==> config.mk <==
export PLATFORM = sky130hd
export DESIGN_NAME = seq_divider
export DESIGN_NICKNAME = d
export VERILOG_FILES = /design/src/rtl/seq_divider_pkg.sv /design/src/rtl/div_step.sv /design/src/rtl/seq_divider.sv
export SDC_FILE = /design/constraint.sdc
export NUM_CORES = 1
export LEC_CHECK = 0
export CAP_MARGIN = 20
export CORE_ASPECT_RATIO = 1.1
export CORE_MARGIN = 2
export CORE_UTILIZATION = 44
export DETAILED_ROUTE_END_ITERATION = 6
export GPL_ROUTABILITY_DRIVEN = 0
export PLACE_DENSITY_LB_ADDON = 0.12
export SYNTH_ARGS = -nofsm -noshare
export SYNTH_HDL_FRONTEND = slang
export SYNTH_SLANG_ARGS = --single-unit
==> constraint.sdc <==
create_clock -name clk -period 1.72 [get_ports clk]
set_input_delay 0.258 -clock clk [delete_from_list [all_inputs] [get_ports clk]]
set_output_delay 0.258 -clock clk [all_outputs]
set_load 0.005 [all_outputs]
==> src/rtl/seq_divider_pkg.sv <==
// Shared widths and FSM state type for the sequential restoring divider.
package seq_divider_pkg;

  localparam int unsigned DIVIDEND_W = 8;
  localparam int unsigned DIVISOR_W  = 4;
  localparam int unsigned ITER_N     = 8;
  localparam int unsigned REM_W      = DIVISOR_W + 1;
  localparam int unsigned CNT_W      = 4;

  typedef enum logic [1:0] {
    StIdle = 2'd0,
    StCalc = 2'd1,
    StDone = 2'd2
  } state_e;

endpackage

==> src/rtl/div_step.sv <==
// One radix-2 restoring division step: shift in a dividend bit, trial-subtract the divisor.
module div_step
  import seq_divider_pkg::*;
(
  input  logic [REM_W-1:0]     rem_i,
  input  logic [DIVISOR_W-1:0] div_i,
  input  logic                 bit_i,
  output logic [REM_W-1:0]     rem_o,
  output logic                 qbit_o
);

  logic [REM_W:0]   shifted;
  logic [REM_W-1:0] diff;

  // rem_i[4] is only ever set when dividing by zero, where every trial subtraction succeeds.
  always_comb begin
    shifted = {rem_i, bit_i};
    qbit_o  = (shifted >= {2'b00, div_i});
    diff    = shifted[REM_W-1:0] - {1'b0, div_i};
    rem_o   = qbit_o ? diff : shifted[REM_W-1:0];
  end

endmodule

==> src/rtl/seq_divider.sv <==
// 8-bit by 4-bit sequential restoring divider, one quotient bit per cycle, valid/ready on both sides.
// Define SEQ_DIVIDER_DZ_FAST_EN to finish divide-by-zero at the capture edge instead of iterating.
module seq_divider
  import seq_divider_pkg::*;
(
  input  logic       clk,
  input  logic       rst,
  input  logic       in_valid,
  output logic       in_ready,
  input  logic [7:0] x,
  input  logic [3:0] y,
  output logic       out_valid,
  input  logic       out_ready,
  output logic [7:0] q,
  output logic [3:0] r,
  output logic       dz
);

  state_e                 state_q, state_d;
  logic [DIVIDEND_W-1:0]  quo_q, quo_d;
  logic [DIVISOR_W-1:0]   div_q, div_d;
  logic [REM_W-1:0]       rem_q, rem_d;
  logic [CNT_W-1:0]       cnt_q, cnt_d;
  logic                   dz_q, dz_d;
  logic [REM_W-1:0]       step_rem;
  logic                   step_qbit;

  // quo_q starts as the dividend and fills with quotient bits as dividend bits shift out the top.
  div_step u_step (
    .rem_i  (rem_q),
    .div_i  (div_q),
    .bit_i  (quo_q[DIVIDEND_W-1]),
    .rem_o  (step_rem),
    .qbit_o (step_qbit)
  );

  always_comb begin
    state_d = state_q;
    quo_d   = quo_q;
    div_d   = div_q;
    rem_d   = rem_q;
    cnt_d   = cnt_q;
    dz_d    = dz_q;
    unique case (state_q)
      StIdle: begin
        if (in_valid) begin
          quo_d   = x;
          div_d   = y;
          rem_d   = '0;
          cnt_d   = '0;
          dz_d    = (y == '0);
          state_d = StCalc;
`ifdef SEQ_DIVIDER_DZ_FAST_EN
          if (y == '0) begin
            quo_d   = '1;
            rem_d   = {1'b0, x[DIVISOR_W-1:0]};
            state_d = StDone;
          end
`endif
        end
      end
      StCalc: begin
        quo_d = {quo_q[DIVIDEND_W-2:0], step_qbit};
        rem_d = step_rem;
        cnt_d = cnt_q + 4'd1;
        if (cnt_q == CNT_W'(ITER_N - 1)) begin
          state_d = StDone;
        end
      end
      StDone: begin
        if (out_ready) begin
          state_d = StIdle;
        end
      end
      default: state_d = StIdle;
    endcase
  end

  always_ff @(posedge clk) begin
    if (rst) begin
      state_q <= StIdle;
      quo_q   <= '0;
      div_q   <= '0;
      rem_q   <= '0;
      cnt_q   <= '0;
      dz_q    <= 1'b0;
    end else begin
      state_q <= state_d;
      quo_q   <= quo_d;
      div_q   <= div_d;
      rem_q   <= rem_d;
      cnt_q   <= cnt_d;
      dz_q    <= dz_d;
    end
  end

  assign in_ready  = (state_q == StIdle);
  assign out_valid = (state_q == StDone);
  assign q         = quo_q;
  assign r         = rem_q[DIVISOR_W-1:0];
  assign dz        = dz_q;

endmodule

* Word-level counts from Yosys, hierarchy flattened
Cells that the tools add are included.
** Storage, ports and cells
- Register bits after elaboration :: 24
- Bits in latches :: 0
- Bits in writable memories :: 0
- ROM bits :: 0
- Input port bits :: 16
- Output and inout bits :: 15
- Logic and storage cells :: 32
- Memories kept :: 0
** Operators by class
- $add $sub $neg :: 2
- Multipliers :: 0
- Div/mod/pow operators :: 0
- Magnitude comparators :: 1
- Eq/ne operators :: 6
- Shift operators :: 0
- Muxes and demuxes :: 11
- Bitwise logic cells :: 0
- Reductions and logical operators :: 6
** Operators with widths (count)
- 8-bit one-hot mux with 2 select lines :: 1
- 5-bit 2-to-1 mux :: 2
- 5-bit one-hot mux with 2 select lines :: 1
- 8-bit 2-to-1 mux :: 1
- 4-bit one-hot mux with 2 select lines :: 1
- 6-bit by 4-bit >= comparator with 1-bit output :: 1
- 2-bit 2-to-1 mux :: 3
- 2-bit one-hot mux with 3 select lines :: 1
- 5-bit by 4-bit subtractor with 5-bit output :: 1
- 4-bit by 1-bit adder with 4-bit output, second input constant :: 1
- 4-bit by 3-bit == test with 1-bit output, second input constant :: 1
- 4-bit zero test :: 1
- 4-bit 2-to-1 mux :: 1
- 2-bit != test, second input constant :: 2
- 2-bit AND reduction :: 2
- 3-bit AND reduction :: 1
- 2-bit by 1-bit == test with 1-bit output, second input constant :: 1
- 2-bit == test, second input constant :: 1
- 2-bit zero test :: 1
- 2-bit by 1-bit != test with 1-bit output, second input constant :: 1
- 2-bit nonzero test :: 1

* Logic depth before layout (Yosys ltp)
- Depth in word-level cells :: 3
- Mapped depth :: 8
- Mapped depth without buffers :: 7

* By module
Synthesis repeated with hierarchy kept, for this count alone.
** Unflattened totals
- Cells, all modules :: 150
- Area total of the unflattened synthesis :: 1293.7 um2
** Modules (own cells, without submodules)
- seq_divider :: instances 1, cells an instance 121, area an instance 1059.8 um2, sequential area each 480.5 um2
- div_step :: instances 1, cells an instance 29, area an instance 234.0 um2, sequential area each 0.0 um2

* Worst setup path before layout
Ideal clock, no wire load.
- Path kind :: register to register
- Start point :: reg quo_q[7] (netlist: q[7])
- End point :: reg rem_q[4]
- Library setup time :: 0.088 ns
- Data arrival time :: 1.716 ns
- Data required time :: 1.632 ns
- Setup slack :: -0.084 ns
- Cell stages (with the launch flop) :: 9
- Buffers on the path :: 1
- Clock period less this slack :: 1.804 ns
- Cells stage by stage :: dfxtp_1 > inv_1 > ha_1 > fa_1 > nand2b_1 > a21oi_1 > buf_2 > nand2_1 > a311oi_2
** Between the ends
- Word-level cells in the longest chain between the ends :: 3
- Elaborated cells between the ends (all ways) :: 4
- Classes of those cells :: 1 x add/sub; 1 x order compare; 2 x mux
** Ends and longest elaborated chain
- start, declared :: RTL line seq_divider.sv:20 : logic [DIVIDEND_W-1:0] quo_q, quo_d;
- start signal, assigned :: RTL line seq_divider.sv:89 : quo_q <= quo_d;
- 5-bit by 4-bit subtractor with 5-bit output / 6-bit by 4-bit >= comparator with 1-bit output (equally long branches) :: RTL line div_step.sv:19, div_step.sv:18
- 5-bit 2-to-1 mux (*) :: RTL line div_step.sv:20 : rem_o = qbit_o ? diff : shifted[REM_W-1:0];
- 5-bit one-hot mux with 2 select lines (*) :: RTL line seq_divider.sv:44 : unique case (state_q)
- end signal, assigned :: RTL line seq_divider.sv:91 : rem_q <= rem_d;
- end, declared :: RTL line seq_divider.sv:22 : logic [REM_W-1:0] rem_q, rem_d;
Every way passes the cells marked *; elsewhere a longest branch is shown, timed or not.
A chain may end at the register's enable or synchronous reset.

* Worst setup path in the final report
- Start point :: reg quo_q[7] (netlist: q[7])
- End point :: reg rem_q[2]
Same word-level chain as after synthesis.

==> run_results.csv <==
group,metric,value,unit
synth,synth_area_leaders,"dfxtp_1 37%, nor2_1 6.9%, a21oi_1 5.4%",
clocking,clk_pin_slew,0.14,ns
drt,drc,0,
cells_and_area,fin_util,66.8,%
worst_hold_path,whs_path_depth,2,
setup_path,r2r_slack,-0.05,ns
cells_and_area,synthToLayoutAreaGrowth,42.8,%
setup_path,worst_ep_required_time,1.99,ns
cells_and_area,fill_cells,237,
sta,worstMarginPinSlew,0.372,ns
synth,synth.cell_area,0.00130,mm2
grt,grt_max_degree,14,
synth,synth_compound_area_share,22.8,%
grt,grtUsageTotal,19.8,%
synth,synth_nets,178,
floorplan,dieArea,0.00340,mm2
clocking,cts_inserted_buffers,3,
synth,seq_area_frac_synth,37.0,%
synth,yosys.area.top_type,"dfxtp_1",
sta,setup_slack,-0.0475,ns
floorplan,die_w,55.8,um
setup_path,path_class,"reg2reg",
power,pwr-share-seq,42.7,%
drt,vias_per_cell,5.31,
sta,hold_violations,0,
synth,yosys-mux-area-fraction,3.95,%
floorplan,start_util,46.8,%
power,power,1.48,mW
setup_path,ff2ff_path_depth,8,
setup_path,r2r-start,"q[7]$_SDFFE_PP0P_",
grt,antenna_found_initial,0,
place,placed_area,0.00173,mm2
power,comb_power_share,36.8,%
drt,dr.pass1.iters,4,
worst_hold_path,hold_class,"reg2reg",
sta,finClkSkew,0.00526,ns
clocking,postCtsHoldBufs,0,
setup_path,cp_max_fo,5,
sta,fmax,0.566,GHz
floorplan,core,0.00278,mm2
setup_path,slowest_stage,"or4_1",
synth,synth_area_per_cell,8.33,um2
synth,synth_enable_flop_cells,0,
synth,synth_cell_types,45,
cells_and_area,nets,225,
power,p_sw,450,uW
place,numPortBuffers,30,
place,dpl_worst_slack,-0.126,ns
clocking,root_buffer,"clkbuf_4",
drt,drt_iter0_markers,21,
power,switching_share,30.5,%
setup_path,crit_chain,"inv_2 -> ha_4 -> fa_2 -> nand2b_4 -> a21oi_4 -> buf_6 -> or4_1 -> nand3_1",
sta,finalMaxSlewViolations,0,
status,violations,"negative setup slack",
power,vdd_drop_max,0.570,mV
floorplan,die_h,61.0,um
drt,via_count,1248,
power,power.internal,1.03,mW
setup_path,critPathArrivalTime,2.04,ns
floorplan,io_pins,31,
cells_and_area,n_antenna_cell,0,
setup_path,startpoint,"q[7]$_SDFFE_PP0P_",
status,status,"finished with violations",
sta,rsz0062_at_grt,"yes",
cells_and_area,fin_area,0.00185,mm2
synth,synth_top_family_by_area,"compound AO/OA/AOI/OAI gates",
grt,overflow,0,
clocking,worst_skew_pair.late_latency,0.31,ns
sta,max_slew_margin,75.0,%
sta,final.setup.tns,-0.135,ns
synth,synth_xor_area_share,0.674,%
grt,grt_pass1_vias,1178,
synth,synth_common_cells,"24 x dfxtp_1, 24 x nor2_1, 14 x a21oi_1",
synth,synth-simple-area-share,20.3,%
clocking,cts_sinks,24,
run,maxCapViolations,0,
synth,ys.flop_type,"dfxtp_1",
setup_path,r2r-end,"rem_q[2]$_SDFFE_PP0P_",
clocking,cts_buffer_depth,2,
grt,grt_pass1_wl,5.24,mm
floorplan,rows,20,
worst_hold_path,whs_endpoint,"dz$_SDFFE_PP0P_",
power,power_density,796,mW/mm2
sta,final.period_utilization,103,%
sta,finalSetupViolCount,5,
synth,ys_ff_latch,24,
synth,synth.yosys.warnings,0,
drt,postRouteAntennaNets,0,
setup_path,cp-end-kind,"flip-flop",
power,clkPwrFrac,20.5,%
drt,wl_per_cell,13.5,um
setup_path,slowest_delay,0.50,ns
power,leakagePower,0.731,nW
worst_hold_path,hp-start,"dz$_SDFFE_PP0P_",
synth,postSynthCellCount,156,
synth,postSynth.asyncResetShare,0,%
setup_path,crit_path_start_kind,"flip-flop",
place,dpl.hpwl,2.33,mm
synth,synth_fa_ha_area_share,6.36,%
sta,layout_min_cycle_time,1.77,ns
clocking,htreeDepth,1,
cells_and_area,drive_gt1_share,25.2,%
clocking,cts_tree,"done",
synth,synth_top_area_share,37.0,%
drt,wl,3.17,mm
## metal layers
layer	part of all wire (%)	routed length, um	global-route usage [%]	up-vias
met5	0	0	0	-
met4	0.95	30	8.01	0
met3	3.3	103	3.41	4
met2	50	1590	36.1	22
met1	46	1440	23.6	585
li1	-	-	-	637
## stage by stage
stage | hold slack, ns | std cells
final | 0.526 | 235
after floorplan | 0.397 | 156
after global placement | 0.478 | 227
after detailed placement | 0.485 | 227
after global routing | 0.546 | 235
after CTS | 0.528 | 233
## cell type report
| cell class | count | area [um2] | area share [%] |
|---|---|---|---|
| flip-flops and latches | 24 | 488 | 26.3 |
| well taps | 33 | 41.3 | 2.23 |
| clock buffers | 4 | 36.3 | 1.96 |
| multi-input cells | 109 | 756 | 40.8 |
| repair buffers | 54 | 492 | 26.5 |
| inverters | 11 | 41.3 | 2.23 |
## cells by family (layout without fill, tap and decap cells)
family,count (synthesis),after routing
buffers and inverters,23,69
AOI/OAI and AO/OA,45,45
adders and majority gates,6,6
xor gates and xnor gates,1,1
and+or+nand+nor,52,52
DFF,24,24
muxes,5,5
## flip-flops by register name, summed over array words and instances (netlist names)
register	count
rem_q	5
cnt_q	4
div_q	4
q	8
dz	1
state_q	2
## worst max-delay path: cells and delay by family, from the launching register on
kind / cells / cell delay (ns)
AOI/OAI and AO/OA: 1 / 0.09
adders and majority gates: 2 / 0.34
DFF: 1 / 0.35
and+or+nand+nor: 3 / 0.74
buffers and inverters: 2 / 0.20
## layout by cell type (no fill, tap or decap), drive strengths merged, types with 2 or more instances in the layout
cell and count:
o22ai 3, nand2b 2, o2bb2ai 4, a21oi 14
o21a 2, nand2 10, nor2 24, o21ai 10
nand3 2, nand4 2, mux2i 4, dfxtp 24
clkdlybuf4s50 30, clkbuf 4, inv 10, a22oi 2
buf 24, nor3 4, o31ai 2, ha 5
## power groups by stage
stage | registers [mW] | logic [mW] | clock network, mW
detailed placement | 0.641 | 0.463 | 0
global route | 0.636 | 0.594 | 0.325
global placement | 0.640 | 0.452 | 0
finish | 0.630 | 0.544 | 0.302
floorplan | 0.637 | 0.276 | 0
CTS | 0.631 | 0.518 | 0.307
## worst max-delay path by stage
stage	endpoint
finish	rem_q[2]$_SDFFE_PP0P_
global route	rem_q[0]$_SDFFE_PP0P_
CTS	rem_q[2]$_SDFFE_PP0P_
detailed placement	rem_q[3]$_SDFFE_PP0P_
global placement	rem_q[0]$_SDFFE_PP0P_
floorplan	rem_q[4]$_SDFFE_PP0P_
## repair_timing
action | in CTS | in global routing
setup endpoints to repair | 7 | 7
setup buffers | 2 | 2
pin swaps | 10 | 7
resized for setup | 13 | 7
Power figures use the tool's default switching activity.
